[src/rtl/cryptoveril_decrypt.sv]
// cryptoveril_decrypt: three-stage inverse cipher (D3 rotate-right, D2 subtract, D1 xor) behind an ld/start handshake.
// Define CRYPTOVERIL_DEC_KEYLOCK_EN to latch key_bits at load; otherwise the live key feeds every stage.
module cryptoveril_decrypt (
    input  logic        clk1,
    input  logic        rst,
    input  logic [15:0] input_data,
    input  logic [4:0]  key_bits,
    input  logic        ld,
    input  logic        start,
    output logic [15:0] output_data,
    output logic        done,
    output logic        busy,
    output logic        borrow
);
    typedef enum logic [2:0] {IDLE, LOADED, D3, D2, D1, DONE} state_t;
    state_t state_q, state_d;
    logic [15:0] data_q, data_d, stg3_q, stg3_d, out_q, out_d;
    logic [16:0] stg2_q, stg2_d;
    logic done_q, done_d, busy_q, busy_d, borrow_q, borrow_d;
    logic [4:0] key;
    logic [3:0] rot;
    logic [15:0] k16;
    logic accept;
`ifdef CRYPTOVERIL_DEC_KEYLOCK_EN
    logic [4:0] key_q, key_d;
    assign key = key_q;
`else
    assign key = key_bits;
`endif
    always_comb begin
        accept = ld && (state_q == IDLE || state_q == DONE);
        rot = key[3:0];
        k16 = {key[0], key, key, key};
        data_d = accept ? input_data : data_q;
        stg3_d = state_q == D3 ? (data_q >> rot) | (data_q << (5'd16 - {1'b0, rot})) : stg3_q;
        stg2_d = state_q == D2 ? {1'b0, stg3_q} - {1'b0, k16} : stg2_q;
        out_d = state_q == D1 ? stg2_q[15:0] ^ k16 : out_q;
        borrow_d = state_q == D1 ? stg2_q[16] : borrow_q;
        state_d = accept ? LOADED :
                  state_q == LOADED ? (start ? D3 : LOADED) :
                  state_q == D3 ? D2 :
                  state_q == D2 ? D1 :
                  state_q == D1 ? DONE : IDLE;
        done_d = state_d == DONE;
        busy_d = state_d == LOADED || state_d == D3 || state_d == D2 || state_d == D1;
`ifdef CRYPTOVERIL_DEC_KEYLOCK_EN
        key_d = accept ? key_bits : key_q;
`endif
    end
    always_ff @(posedge clk1) begin
        if (rst) begin
            state_q <= IDLE;
            data_q <= '0;
            stg3_q <= '0;
            stg2_q <= '0;
            out_q <= '0;
            done_q <= 1'b0;
            busy_q <= 1'b0;
            borrow_q <= 1'b0;
`ifdef CRYPTOVERIL_DEC_KEYLOCK_EN
            key_q <= '0;
`endif
        end else begin
            state_q <= state_d;
            data_q <= data_d;
            stg3_q <= stg3_d;
            stg2_q <= stg2_d;
            out_q <= out_d;
            done_q <= done_d;
            busy_q <= busy_d;
            borrow_q <= borrow_d;
`ifdef CRYPTOVERIL_DEC_KEYLOCK_EN
            key_q <= key_d;
`endif
        end
    end
    assign output_data = out_q;
    assign done = done_q;
    assign busy = busy_q;
    assign borrow = borrow_q;
endmodule

[config.mk]
export PLATFORM = sky130hd
export DESIGN_NAME = cryptoveril_decrypt
export DESIGN_NICKNAME = d
export VERILOG_FILES = /design/src/rtl/cryptoveril_decrypt.sv
export SDC_FILE = /design/constraint.sdc
export NUM_CORES = 1
export LEC_CHECK = 0
export BUFFER_PORTS_ARGS = -buffer_cell sky130_fd_sc_hd__clkbuf_2
export CAP_MARGIN = 20
export CORE_MARGIN = 3
export CORE_UTILIZATION = 30
export CTS_BUF_LIST = sky130_fd_sc_hd__clkbuf_16
export DETAILED_ROUTE_END_ITERATION = 8
export SLEW_MARGIN = 25
export SYNTH_ARGS = -nofsm -noshare
export SYNTH_HDL_FRONTEND = slang
export SYNTH_SLANG_ARGS = --single-unit
[constraint.sdc]
create_clock -name clk1 -period 5.6 [get_ports clk1]
set_clock_uncertainty 0.05 [all_clocks]
set_input_delay 0.56 -clock clk1 [delete_from_list [all_inputs] [get_ports clk1]]
set_output_delay 0.56 -clock clk1 [all_outputs]
set_load 0.02 [all_outputs]
==> flow_summary.toml, run 1 <==
[yosys]
syn_area_per_cell_um2 = 8.25
synth_flop_cell = "dfxtp_1"
synth-seq-area-share_pct = 29.9
synth_edf_count = 0
synth_cells = 576
ys_types = 60
ys_warn_count = 0
synth_area_mm2 = 0.00475
async_flop_share_pct = 0
synth.ff_latch_count = 71
synth_fp_nets = 619

[die]
boundaryPins = 44
dieArea_mm2 = 0.0174
die_y_um = 132
row_count = 45
die_w_um = 132
coreArea_mm2 = 0.0154
initial_core_util_pct = 30.9

[critical_path]
rr_worst_depth = 9
critPathMaxStageDelay_ns = 0.88
worst-r2r-setup-slack_ns = 3.10
cpMostUsedCell = "o21ai_0"
critPathTopFamily = "adder cells"
crit_chain = "clkbuf_2, buf_4, inv_2, ha_1, mux2_2, o21ai_0, o21ai_0, a22oi_1, a211oi_1"
startpoint_type = "primary input"
path_buf_inv = 3
crit_fanout = 36
critPathSlowestCell = "ha_1"
cp-end-kind = "flop"
cp_num_cells = 9
cp.required_ns = 5.75
r2r-end = "stg2_q[12]"
rr_startpoint = "stg3_q[0]"
worstSetupPathType = "in -> reg"
cp.arrival_ns = 3.47

[global_routing]
grt_pass1_wl_mm = 21.2
grtUsageTotal_pct = 14.8
grt_pass1_vias = 4051
antenna_found_initial = 0
grt-ovfl-total = 0
grt_max_degree = 52

[route]
vias_per_cell = 5.21
avgRoutedWirePerCell_um = 15.8
wirelength_mm = 12.8
dr_total_vias = 4207
drt_iter0_markers = 261
detail_route.first_pass.iterations = 5
ant_nets = 0
route.detailed.drc = 0

[timing]
maxSlewHeadroom_pct = 39.0
fin_crit_sh_pct = 59.3
hold_violations = 0
fmax_mhz = 301
setup_viol = 0
rsz0062_at_grt = "false"
period_minus_slack_ns = 3.32
tightest_slew_ns = 0.909
fin_tns_setup_ns = 0
finalMaxSlewViolations = 0

[worst_hold_path]
holdPathEnd = "data_q[9]"
holdCritStartpoint = "input_data[9]"
whs_path_depth = 3
hold_class = "in -> reg"

[place]
io_buffers = 43
placed_cell_area_mm2 = 0.00505
place_congestion = 0.950
dp_hpwl_mm = 9.50

[clocking]
cts-resized-gates = 0
clkSinkCount = 71
postCtsSetupBuffers = 0
clockBufferDepth = 2
cts_inserted_buffers = 9
root_buffer = "clkbuf_16"
cts_hold_buffers = 0
clk_pin_slew_ns = 0.06
cts_tree = "built"
clk_latency_ns = 0.33
htreeDepth = 3

[power]
switchingPower_mw = 0.430
clockPowerShare_pct = 39.4
seqPwrFrac_pct = 39.5
power_switching_share_pct = 30.2
intPower_mw = 0.993
p_leak_nw = 2.13
power.density_mw_per_mm2 = 266
comb_power_share_pct = 21.0
ir_drop_mv = 0.145

[layout]
fillCellCount = 1622
drive_above_1_share_pct = 13.1
finish.instance_area_mm2 = 0.00535
final_common_cell = "nor2_1"
final_cell_mix = "nor2_1, dfxtp_1, nand2_1, a21oi_1, mux2i_1"
syn2layout_area_growth_pct = 12.4
insertedDiodeCount = 0
final_nets = 636

[job]
cap_violations = 0

[outcome]
status = "finished clean"
how the worst max path moves through the flow:
stage	startpoint	endpoint	slack, ns
floorplan	key_bits[0]	stg2_q[11]	2.96
global placement	key_bits[0]	stg3_q[15]	1.98
detailed placement	key_bits[0]	stg3_q[14]	1.97
CTS	key_bits[0]	stg3_q[14]	2.31
global route	key_bits[0]	stg3_q[14]	2.12
finish	key_bits[0]	stg3_q[15]	2.28
power by group through the flow:
stage | Clock (mW) | Sequential, mW | Combinational [mW]
after global placement | 0 | 0.572 | 0.294
after global routing | 0.591 | 0.567 | 0.333
after detailed placement | 0 | 0.574 | 0.296
after CTS | 0.571 | 0.563 | 0.298
after floorplan | 0 | 0.562 | 0.235
final | 0.561 | 0.563 | 0.299
worst min-delay path, stage by stage:
cell      delay, ns
clkbuf_2       0.07
mux2i_1        0.05
nor2_1         0.07
registers in the layout, summed over array words and instances, names as in the netlist:
register	count
output_data	16
data_q	16
borrow	1
stg3_q	16
busy	1
stg2_q	17
state_q	3
done	1
through the flow:
stage	utilization (%)	hold WS (ns)	instances	power (mW)	setup WS (ns)
finish	34.8	0.409	808	1.42	2.28
global route	34.8	0.430	808	1.49	2.12
CTS	34.7	0.403	808	1.43	2.31
detailed placement	32.9	0.407	793	0.871	1.97
global placement	32.8	0.397	793	0.866	1.98
floorplan	-	0.382	576	0.797	2.96
per-layer routing:
layer  wire [um]  track usage [%]  vias to the layer above
li1            -                -                     2121
met1        6090             19.4                     1939
met2        5860             24.4                      126
met3         567             2.79                       21
met4         249             4.78                        0
met5           0                0                        -
Yosys cell counts, types with 8 or more instances:
master / count / area [um2]
nand3_1: 9 / 45.0
a31oi_1: 8 / 50.1
inv_1: 12 / 45.0
mux2i_1: 44 / 440
clkbuf_1: 17 / 63.8
nor2_1: 73 / 274
mux4_1: 10 / 263
o21ai_0: 25 / 125
ha_1: 17 / 213
dfxtp_1: 71 / 1420
nor3_1: 13 / 65.1
nand2_1: 67 / 251
buf_2: 8 / 40.0
xnor2_1: 17 / 149
a21oi_1: 53 / 265
a211oi_1: 29 / 218
kinds of logic after synthesis:
kind of cell / Yosys count / synth area share [%]
DFF: 71 / 29.9
buffers and inverters: 53 / 5.53
and+or+nand+nor: 200 / 18.7
AOI/OAI and AO/OA: 153 / 20.7
adders and majority gates: 18 / 4.89
xor gates and xnor gates: 21 / 3.87
muxes: 60 / 16.4
cell type report:
type / count / area (um2) / share of cell area [%]
sequential: 71 / 1420 / 26.6
multi-input combinational: 452 / 3090 / 57.7
inverter: 13 / 48.8 / 0.913
timing repair buffer: 46 / 238 / 4.45
clock inverter: 6 / 62.6 / 1.17
clock buffer: 9 / 225 / 4.21
tap: 211 / 264 / 4.94
No activity file was read; power rests on OpenSTA's default activity.
==> run 2: changes to the inputs <==
==> constraint.sdc (replaced) <==
create_clock -name clk1 -period 2.8 [get_ports clk1]
set_clock_uncertainty 0.05 [all_clocks]
set_input_delay 0.28 -clock clk1 [delete_from_list [all_inputs] [get_ports clk1]]
set_output_delay 0.28 -clock clk1 [all_outputs]
set_load 0.02 [all_outputs]
==> run 2 against run 1 <==
Against the previous run:
- die area is the same
- final cell count grew 2.0%
- clock power grew 130%
- via count grew 1.3%
- count of clock-buffer cells in the layout is the same
- sequential cell count is the same
- worst hold slack lost 0.29 ns
- critical path depth is the same
- worst setup slack lost 2.0 ns
- first-iteration DRC count shrank 17%
- combinational power grew 110%
- design area grew 2.6%
- largest cell class unchanged
- largest power group is now clock
- highest routed layer unchanged
==> flow_summary.toml, run 2 (synthesis gave the netlist of run 1 again) <==
[outcome]
status = "finished clean"

[power]
ir_drop_mv = 0.318
power_mw = 3.02
p_leak_nw = 2.22
power.density_mw_per_mm2 = 551

[critical_path]
cp.required_ns = 3.01
cp-end-kind = "flop"
startpoint_type = "flop"
rr_worst_depth = 9
critPathSlowestCell = "fa_1"
path_buf_inv = 1
crit_fanout = 3
r2r-end = "stg2_q[12]"
critPathMaxStageDelay_ns = 0.38
critPathTopFamily = "compound AO/OA/AOI/OAI gates"
cp.arrival_ns = 2.69
worstSetupPathType = "reg -> reg"
worst-r2r-setup-slack_ns = 0.32
cp_num_cells = 9
rr_startpoint = "stg3_q[0]"
crit_chain = "inv_1, ha_1, fa_1, and2b_1, o2111ai_1, a211oi_2, nor2_1, or3_1, a311oi_1"

[global_routing]
grt-ovfl-total = 0
grt_pass1_wl_mm = 21.2
grt_max_degree = 34
antenna_found_initial = 0
grt_pass1_vias = 4158
grtUsageTotal_pct = 14.8

[layout]
final_nets = 651
syn2layout_area_growth_pct = 15.3
drive_above_1_share_pct = 15.0
final_cell_mix = "nor2_1, dfxtp_1, nand2_1, a21oi_1, mux2i_1"
utilization_pct = 35.7
insertedDiodeCount = 0
finish.instance_area_mm2 = 0.00548
largest_reg_flops = 17
regMostFlops = "stg2_q"
final_common_cell = "nor2_1"

[place]
dp_hpwl_mm = 9.61
io_buffers = 43
placed_cell_area_mm2 = 0.00515
place_congestion = 0.868

[die]
coreArea_mm2 = 0.0154
die_w_um = 132
die_y_um = 132
dieArea_mm2 = 0.0174
boundaryPins = 44
row_count = 45
initial_core_util_pct = 30.9

[timing]
finalMaxSlewViolations = 0
fmax_mhz = 403
period_minus_slack_ns = 2.48
tightest_slew_ns = 0.794
maxSlewHeadroom_pct = 46.7
fin_tns_setup_ns = 0
rsz0062_at_grt = "false"
setup_viol = 0
fin_crit_sh_pct = 88.7
hold_violations = 0

[job]
cap_violations = 0

[clocking]
cts-resized-gates = 0
clkSinkCount = 71
htreeDepth = 3
root_buffer = "clkbuf_16"
cts_inserted_buffers = 9
clk_pin_slew_ns = 0.07
clk_latency_ns = 0.35
cts_hold_buffers = 0
cts_tree = "built"
clockBufferDepth = 2
postCtsSetupBuffers = 0

[route]
detail_route.first_pass.iterations = 5
ant_nets = 0
route.detailed.drc = 0
dr_total_vias = 4263
avgRoutedWirePerCell_um = 15.6
vias_per_cell = 5.17
drt_iter0_markers = 217
wirelength_mm = 12.9

[worst_hold_path]
hold_class = "in -> reg"
holdCritStartpoint = "input_data[10]"
whs_path_depth = 3
holdPathEnd = "data_q[10]"
==> run 2: per-stage QoR <==
| stage | setup slack [ns] | hold slack (ns) | instances |
|---|---|---|---|
| after detailed placement | 0.250 | 0.407 | 808 |
| after CTS | 0.327 | 0.114 | 824 |
| after floorplan | 0.441 | 0.377 | 576 |
| after global placement | 0.303 | 0.400 | 808 |
| final | 0.317 | 0.114 | 824 |
| after global routing | 0.115 | 0.140 | 824 |
==> run 2: metal layers <==
metal  GRT usage, %  wire length [um]  vias to the layer above
met5              0                 0                        -
met4           4.26               225                        0
met3           3.09               574                       20
met2           25.2              6120                      115
met1           18.9              5970                     1957
li1               -                 -                     2171
==> run 2: tightest hold or removal path, delay by kind of cell <==
kind,cells,cell delay (ns)
AND/OR/NAND/NOR,1,0.07
multiplexers,1,0.05
buffers and inverters,1,0.07
==> run 2: report_power, final <==
group | internal, mW | leakage [nW] | switching (mW)
clock network | 0.791 | 0.157 | 0.494
registers | 1.06 | 0.577 | 0.0586
logic | 0.256 | 1.49 | 0.358
==> run 2: final cells by class <==
type / instances / area, um2
clock buffer: 9 / 225
clock inverter: 7 / 103
fill: 1627 / 9890
inverter: 13 / 48.8
multi-input combinational: 452 / 3070
sequential: 71 / 1420
tap: 211 / 264
timing repair buffer: 61 / 350
==> run 2: worst max path at each step <==
stage,from,end,slack [ns]
floorplan,key_bits[0],stg2_q[11],0.44
global placement,key_bits[0],stg2_q[12],0.30
detailed placement,key_bits[0],stg2_q[12],0.25
CTS,stg3_q[0],stg2_q[12],0.33
global route,stg3_q[0],stg2_q[12],0.12
finish,stg3_q[0],stg2_q[12],0.32
==> run 3: changes to the inputs <==
--- a/config.mk
+++ b/config.mk
@@ -5,6 +5,7 @@
 export SDC_FILE = /design/constraint.sdc
 export NUM_CORES = 1
 export LEC_CHECK = 0
+export ABC_AREA = 1
 export BUFFER_PORTS_ARGS = -buffer_cell sky130_fd_sc_hd__clkbuf_2
 export CAP_MARGIN = 20
 export CORE_MARGIN = 3
==> run 3 against run 2 <==
Against the previous run:
- fmax is 32% higher
- wire length rose by 3.5%
- worst setup slack improved by 0.61 ns
- register-to-register slack gained 0.61 ns
- power decreased by 1.7%
- clock power decreased by 16%
- sequential cell count did not move
- largest cell class unchanged
==> flow_summary.toml, run 3 <==
[layout]
fillCellCount = 1826
fin_cells = 1044
insertedDiodeCount = 0
multiInputGateArea_mm2 = 0.00291
drive_above_1_share_pct = 11.5
largest_reg_flops = 17
regArea_mm2 = 0.00142
final_common_cell = "nand2_1"
regMostFlops = "stg2_q"
final_cell_mix = "nand2_1, nand3_1, inv_1, dfxtp_1, o21ai_0"
syn2layout_area_growth_pct = 13.6
final_nets = 866

[critical_path]
critPathSlowestCell = "fa_1"
cpMostUsedCell = "inv_1"
crit_chain = "inv_1, ha_1, fa_1, inv_1, nand3_1, nand3_1, nand2_1, nand2_1, xor2_1, o21ai_0, inv_1"
cp.required_ns = 2.97
cp.arrival_ns = 2.05
critPathTopFamily = "adder cells"
rr_worst_depth = 11
critPathMaxStageDelay_ns = 0.42
path_buf_inv = 3
rr_startpoint = "stg3_q[0]"
cp-end-kind = "flop"
r2r-end = "stg2_q[8]"
crit_fanout = 3
startpoint_type = "flop"
worstSetupPathType = "reg -> reg"
worst-r2r-setup-slack_ns = 0.92

[route]
route.detailed.drc = 0
vias_per_cell = 4.75
avgRoutedWirePerCell_um = 12.8
dr_total_vias = 4954
drt_iter0_markers = 293
wirelength_mm = 13.3
detail_route.first_pass.iterations = 5
ant_nets = 0

[clocking]
clk_latency_ns = 0.33
root_buffer = "clkbuf_16"
cts_tree = "built"
cts-resized-gates = 0
clockBufferDepth = 2
clkSinkCount = 71
cts_hold_buffers = 0
postCtsSetupBuffers = 0
cts_inserted_buffers = 9
htreeDepth = 3
clk_pin_slew_ns = 0.06

[global_routing]
antenna_found_initial = 0
grt_pass1_wl_mm = 22.9
grtUsageTotal_pct = 15.3
grt-ovfl-total = 0
grt_pass1_vias = 4731
grt_max_degree = 54

[place]
place_congestion = 0.897
dp_hpwl_mm = 10.1
dp.cells = 1028
io_buffers = 43
dpl_worst_slack_ns = 0.654

[yosys]
ys_top_cells_by_count = "nand2_1, nand3_1, inv_1, dfxtp_1, o21ai_0"
synth.most_common_cell = "nand2_1"
yosys.area.top_type = "dfxtp_1"
ys_types = 39
synth_cells = 790
ys_warn_count = 0
synth_fp_nets = 833
synth_flop_cell = "dfxtp_1"
synth-xor-area-share_pct = 4.57
synth_top_family_by_area = "simple AND/OR/NAND/NOR gates"
synth_compound_area_share_pct = 15.6
synth_fa_ha_area_share_pct = 4.72
yosys-mux-area-fraction_pct = 0
yosys.area_share.simple_pct = 34.1
synth.ff_latch_count = 71
async_flop_share_pct = 0
syn_area_per_cell_um2 = 6.24
yosysTopAreaCellShare_pct = 28.8
synth_area_mm2 = 0.00493
synth-seq-area-share_pct = 28.8
synth_area_leaders = "dfxtp_1, nand2_1, nand3_1"
synth_edf_count = 0

[die]
boundaryPins = 44
dieArea_mm2 = 0.0180
coreArea_mm2 = 0.0160
row_count = 46
die_w_um = 134
die_y_um = 134
initial_core_util_pct = 30.8

[timing]
maxSlewHeadroom_pct = 47.2
period_minus_slack_ns = 1.88
hold_violations = 0
whs_ns = 0.163
fin_crit_sh_pct = 67.0
timing.final.ws_setup_ns = 0.925
finalMaxSlewViolations = 0
rsz0062_at_grt = "false"
fin_tns_setup_ns = 0
setup_viol = 0
fmax_mhz = 533
tightest_slew_ns = 0.791

[job]
cap_violations = 0

[worst_hold_path]
holdPathEnd = "data_q[3]"
hold_class = "in -> reg"
holdCritStartpoint = "input_data[3]"
whs_path_depth = 3

[outcome]
status = "finished clean"

[power]
ir_drop_mv = 0.349
p_leak_nw = 2.80
power.density_mw_per_mm2 = 530
-- run 3: cell count changes in the layout (fill, tap and decap cells not counted), moves of 8 or more --
| cell | before | now |
|---|---|---|
| nand2_1 | 67 | 220 |
| nor3_1 | 13 | 3 |
| o21ai_1 | 0 | 8 |
| mux2i_1 | 44 | 0 |
| inv_1 | 12 | 96 |
| o21ai_0 | 25 | 65 |
| mux4_1 | 10 | 0 |
| inv_2 | 1 | 9 |
| a211oi_1 | 29 | 1 |
| nor2_1 | 73 | 55 |
| nand3_1 | 9 | 100 |
-- run 3: kinds of logic (layout without fill, tap and decap cells) --
logic type                 Yosys count  after routing
and+or+nand+nor                    393            393
AOI/OAI and AO/OA                  143            143
buffers and inverters              141            179
DFF                                 71             71
xor gates and xnor gates            24             24
adders and majority gates           18             18
-- run 3: power by group --
part | switching [mW] | leakage, nW | internal (mW)
Sequential | 0.0479 | 0.578 | 1.08
Clock | 0.470 | 0.125 | 0.600
Combinational | 0.504 | 2.10 | 0.265
Total | 1.02 | 2.80 | 1.94
-- run 3: area by class of cell --
type | count | area share (%)
clock buffers | 9 | 4.02
clock inverters | 7 | 0.872
inverters | 106 | 7.20
multi-input cells | 578 | 52.0
flip-flops and latches | 71 | 25.4
well taps | 216 | 4.83
repair buffers | 57 | 5.72
-- run 3: routing by layer --
metal / share of wire [%] / GRT usage (%) / vias to the layer above
li1: - / - / 2608
met1: 48 / 20.9 / 2236
met2: 46 / 25.1 / 91
met3: 3.6 / 2.33 / 19
met4: 2.0 / 4.81 / 0
met5: 0 / 0 / -
-- run 3: stage by stage --
| stage | power [mW] | utilization (%) | cell area (um2) |
|---|---|---|---|
| floorplan | 1.73 | - | 4930 |
| global placement | 1.91 | 33.3 | 5320 |
| detailed placement | 1.91 | 33.3 | 5320 |
| CTS | 2.99 | 35.0 | 5600 |
| global route | 3.16 | 35.0 | 5600 |
| finish | 2.97 | 35.0 | 5600 |
-- run 3: worst reg2reg max path, stage by stage (launching register included) --
cell and delay, ns:
dfxtp_1 0.31, inv_1 0.05, ha_1 0.21, fa_1 0.42, inv_1 0.09, nand3_1 0.07
nand3_1 0.14, nand2_1 0.07, nand2_1 0.08, xor2_1 0.06, o21ai_0 0.17, inv_1 0.05
-- run 3: how the worst max path moves through the flow --
stage                 from    endpoint  depth (start not counted)
2_1_floorplan  key_bits[1]  stg3_q[14]                         14
4_1_cts          stg3_q[0]   stg2_q[8]                         11
6_report         stg3_q[0]   stg2_q[8]                         11
3_5_place_dp   key_bits[1]   stg3_q[6]                         11
3_3_place_gp   key_bits[2]  stg2_q[11]                         15
5_1_grt          stg3_q[0]   stg2_q[8]                         11
